[src/rtl/serial_cmd_tx.sv]
// serial_cmd_tx: parallel-to-serial command transmitter.
// A word accepted on valid/ready is shifted out on sdata with a generated
// shift clock sclk, followed by a one-cycle slatch strobe.
// Optional build macro: SERIAL_CMD_TX_LSB_FIRST_EN (LSB-first, shift right).
// When the macro is not defined, bits go out MSB first with a left shift.
module serial_cmd_tx #(
   parameter int unsigned DATA_WIDTH = 8,
   parameter int unsigned CLK_DIV    = 4
) (
   input  logic                  Clk,
   input  logic                  reset,
   input  logic [DATA_WIDTH-1:0] din,
   input  logic                  valid,
   output logic                  ready,
   output logic                  sdata,
   output logic                  sclk,
   output logic                  slatch
);

   localparam int unsigned DIV_W = (CLK_DIV > 2) ? $clog2(CLK_DIV) : 1;
   localparam int unsigned CNT_W = $clog2(DATA_WIDTH);

   localparam logic [DIV_W-1:0] DIV_LAST = DIV_W'(CLK_DIV - 1);
   localparam logic [DIV_W-1:0] DIV_HALF = DIV_W'(CLK_DIV / 2);
   localparam logic [CNT_W-1:0] BIT_LAST = CNT_W'(DATA_WIDTH - 1);

   typedef enum logic [1:0] {
      IDLE  = 2'd0,
      SHIFT = 2'd1,
      LATCH = 2'd2
   } state_t;

   state_t                state_q,   state_d;
   logic [DATA_WIDTH-1:0] shreg_q,   shreg_d;
   logic [CNT_W-1:0]      bit_cnt_q, bit_cnt_d;
   logic [DIV_W-1:0]      div_q,     div_d;
   logic                  sdata_q,   sdata_d;
   logic                  sclk_q,    sclk_d;
   logic                  slatch_q,  slatch_d;
   logic                  ready_q,   ready_d;

   // State register and registered outputs; reset returns to an idle link.
   always_ff @(posedge Clk) begin
      if (!reset) begin
         state_q   <= IDLE;
         shreg_q   <= '0;
         bit_cnt_q <= '0;
         div_q     <= '0;
         sdata_q   <= 1'b0;
         sclk_q    <= 1'b0;
         slatch_q  <= 1'b0;
         ready_q   <= 1'b1;
      end else begin
         state_q   <= state_d;
         shreg_q   <= shreg_d;
         bit_cnt_q <= bit_cnt_d;
         div_q     <= div_d;
         sdata_q   <= sdata_d;
         sclk_q    <= sclk_d;
         slatch_q  <= slatch_d;
         ready_q   <= ready_d;
      end
   end

   // Next-state and next-output logic; outputs are precomputed so every
   // port comes straight from a flop.
   always_comb begin
      state_d   = state_q;
      shreg_d   = shreg_q;
      bit_cnt_d = bit_cnt_q;
      div_d     = div_q;
      sdata_d   = sdata_q;
      sclk_d    = sclk_q;
      slatch_d  = slatch_q;
      ready_d   = ready_q;

      case (state_q)
         IDLE: begin
            sdata_d  = 1'b0;
            sclk_d   = 1'b0;
            slatch_d = 1'b0;
            ready_d  = 1'b1;
            if (valid && ready_q) begin
               state_d   = SHIFT;
               shreg_d   = din;
               bit_cnt_d = '0;
               div_d     = '0;
               ready_d   = 1'b0;
`ifdef SERIAL_CMD_TX_LSB_FIRST_EN
               sdata_d   = din[0];
`else
               sdata_d   = din[DATA_WIDTH-1];
`endif
            end
         end

         SHIFT: begin
            if (div_q == DIV_LAST) begin
               // Bit boundary: sclk falls here, so sdata may change with it.
               div_d  = '0;
               sclk_d = 1'b0;
               if (bit_cnt_q == BIT_LAST) begin
                  state_d  = LATCH;
                  sdata_d  = 1'b0;
                  slatch_d = 1'b1;
               end else begin
                  bit_cnt_d = bit_cnt_q + CNT_W'(1);
`ifdef SERIAL_CMD_TX_LSB_FIRST_EN
                  shreg_d   = shreg_q >> 1;
                  sdata_d   = shreg_d[0];
`else
                  shreg_d   = shreg_q << 1;
                  sdata_d   = shreg_d[DATA_WIDTH-1];
`endif
               end
            end else begin
               div_d  = div_q + DIV_W'(1);
               sclk_d = (div_d >= DIV_HALF);
            end
         end

         LATCH: begin
            state_d  = IDLE;
            sdata_d  = 1'b0;
            sclk_d   = 1'b0;
            slatch_d = 1'b0;
            ready_d  = 1'b1;
         end

         default: begin
            state_d  = IDLE;
            sdata_d  = 1'b0;
            sclk_d   = 1'b0;
            slatch_d = 1'b0;
            ready_d  = 1'b1;
         end
      endcase
   end

   assign ready  = ready_q;
   assign sdata  = sdata_q;
   assign sclk   = sclk_q;
   assign slatch = slatch_q;

endmodule

[config.mk]
export PLATFORM = sky130hd
export DESIGN_NAME = serial_cmd_tx
export DESIGN_NICKNAME = d
export VERILOG_FILES = /design/src/rtl/serial_cmd_tx.sv
export SDC_FILE = /design/constraint.sdc
export NUM_CORES = 1
export LEC_CHECK = 0
export ABC_AREA = 1
export ABC_CLOCK_PERIOD_IN_PS = 4000
export CAP_MARGIN = 0
export CELL_PAD_IN_SITES_DETAIL_PLACEMENT = 1
export CELL_PAD_IN_SITES_GLOBAL_PLACEMENT = 2
export CORE_UTILIZATION = 30
export CTS_CLUSTER_DIAMETER = 30
export DETAILED_ROUTE_END_ITERATION = 10
export GPL_TIMING_DRIVEN = 0
export PLACE_DENSITY = 0.91
export SLEW_MARGIN = 0
export SYNTH_ARGS = -nofsm -noshare
export SYNTH_HDL_FRONTEND = slang
export SYNTH_SLANG_ARGS = --single-unit
[constraint.sdc]
create_clock -name Clk -period 4 [get_ports Clk]
set_input_delay 0.6 -clock Clk [delete_from_list [all_inputs] [get_ports Clk]]
set_output_delay 0.6 -clock Clk [all_outputs]
set_load 0.01 [all_outputs]
==> metrics.txt <==
design area=1101 um2; fmax=0.5360 GHz; count of cell types in the netlist=21; port bufs=14; Post-synth ARST share=0; CTS tree=built; Peak VDD IR=0.1905 mV; Startpoint Class=flop; area growth from synthesis to layout=24.29%; WP data required=3.40 ns; GRT Residual Overflow=0; Die W=56.34 um; Die Area=3174 um2; syn_area_per_cell=6.814 um2; relative slew slack=0.8151; number of global-route vias before repair=923; Post CTS Setup Buffer Count=0; Hold Buf Count CTS=0; Root Driver=clkbuf_4; Hold WC Path Type=reg2reg; Vias=841; critical path buffer and inverter count=1; Slew Viols, Final=0; count of clock tree sinks=18; Worst Path Max Fanout=5; Fin. Hold Viols=0; Cell Rows=19; pre-CTS setup slack=2.052 ns; Cell Pwr Density=452.1 nW/um2; final setup vio count=0; RD Place Congestion=0.7596; Yosys top cell by area=dfxtp_1; Synth Cell Area=885.9 um2; Synth top area share=0.4068; Die Ht=56.34 um; Final Cycle Share=0.4664; post-synthesis cell count=130; synthesized net count=144; outcome=complete, no violations; CP endpoint kind=output pin; DR pass1 iterations=3; Power, Total=0.4977 mW; core area=2781 um2; first-pass GRT wire length=3.939 mm; Top delay family on crit path=buffers and inverters; Non-Filler Instances=179; Ant. Diodes=0; DRT Wirelength=2.129 mm; CP peak stage delay=0.56 ns; max_cap viols=0; Top FF cell, synth=dfxtp_1; post-DP HPWL=1.656 mm; Hold WS=0.4993 ns; worst-skew pair later-pin latency=0.29 ns; largest net degree at the start of global routing=11; fin util=0.3959; Worst-Margin Slew=0.2770 ns; critical path cell sequence=clkdlybuf4s50_1; layout cells sized above 1=0.1014; initial antenna violation count=0; io pins=15; wire length per cell=11.89 um; htree depth=1; top-count cell post-synth=nand2_1; largest cells by area after synthesis=dfxtp_1 (41%), nand2_1 (13%), nor2_1 (11%); GRT Util Overall=0.1568; DP Cell Count=175; Tmin final=1.866 ns; Final nets=163; clock buffer depth=2; Placed Instance Area=1065 um2; CP arrival=1.27 ns; RSZ-0062 raised after global routing=no; Ys Warns=0; sequential area share after synthesis=0.4068; total CTS buffers=3; antenna-violating nets left=0; Starting Density=0.3185; Synth top cells by count=nand2_1 (31), nor2_1 (27), inv_1 (19), dfxtp_1 (18), o21ai_1 (7); setup ws final=2.134 ns; vias per cell=4.698; post-synthesis register bit count=18; number of flops mapped to enable cells by yosys=0; Worst Setup Path Type=reg2out; DRT iter0 DRCs=18; Post-CTS Resized=0; DRC=0; Worst-path clk slew=0.11 ns; Worst Skew=0.002406 ns; slowest CP cell=clkdlybuf4s50_1; static leakage=0.5352 nW; final setup TNS=0 ns
## layout make-up
class | count | area, um2
Tap cell | 31 | 38.79
Fill cell | 365 | 1680
Clock buffer | 4 | 36.28
Multi-Input combinational cell | 88 | 425.4
Sequential cell | 18 | 360.3
Buffer | 3 | 21.27
Inverter | 21 | 78.83
Timing Repair Buffer | 14 | 140.1
## cells by family after synthesis
| group | Yosys count | synth area share |
|---|---|---|
| fa+ha+maj | 3 | 0.04238 |
| compound gates | 12 | 0.07487 |
| simple gates | 73 | 0.3630 |
| buf+inv | 24 | 0.1130 |
| flops | 18 | 0.4068 |
## path summary, 6_finish.rpt
check          startpoint           end  slack [ns]  cells after the start
min reg2reg        slatch        slatch        0.50                      2
max reg2reg  bit_cnt_q[0]  bit_cnt_q[1]        2.39                      8
max                 ready         ready        2.13                      1
min                slatch        slatch        0.50                      2
## worst min-delay path: stages (launching register included)
cell     delay [ns]
dfxtp_1        0.34
a21oi_1        0.04
nor2_1         0.09
## registers in the layout, summed over array words and instances (netlist names)
register,cells
shreg_q,7
bit_cnt_q,3
div_q,2
state_q,2
ready,1
sclk,1
sdata,1
slatch,1
## layout by cell type (no fill, tap or decap)
| cell | count |
|---|---|
| inv_2 | 2 |
| nand3_2 | 1 |
| buf_6 | 1 |
| a31oi_1 | 1 |
| nor2_1 | 27 |
| a21oi_2 | 1 |
| inv_1 | 19 |
| a21oi_1 | 2 |
| nand3_4 | 1 |
| clkbuf_4 | 3 |
| nor2_2 | 1 |
| nand4_1 | 2 |
| buf_2 | 2 |
| nand2_4 | 1 |
| o21ai_1 | 7 |
| nand2_1 | 31 |
| o22ai_1 | 1 |
| dfxtp_1 | 18 |
| nand2_2 | 1 |
| clkdlybuf4s50_1 | 14 |
| ha_1 | 3 |
| clkbuf_8 | 1 |
| nand3_1 | 6 |
| nor3_1 | 2 |
## power breakdown
| part | switching, mW | internal, mW |
|---|---|---|
| Combinational | 0.0951 | 0.0639 |
| Sequential | 0.0156 | 0.206 |
| Clock | 0.0614 | 0.0554 |
| Total | 0.172 | 0.326 |
## per-layer routing
metal | part of all wire | track usage | wire length, um
met3 | 0.028 | 0.02074 | 59
met1 | 0.47 | 0.1940 | 995
met5 | 0 | 0 | 0
met2 | 0.50 | 0.2840 | 1060
met4 | 0.0061 | 0.04181 | 13
Power figures use the tool's default switching activity.
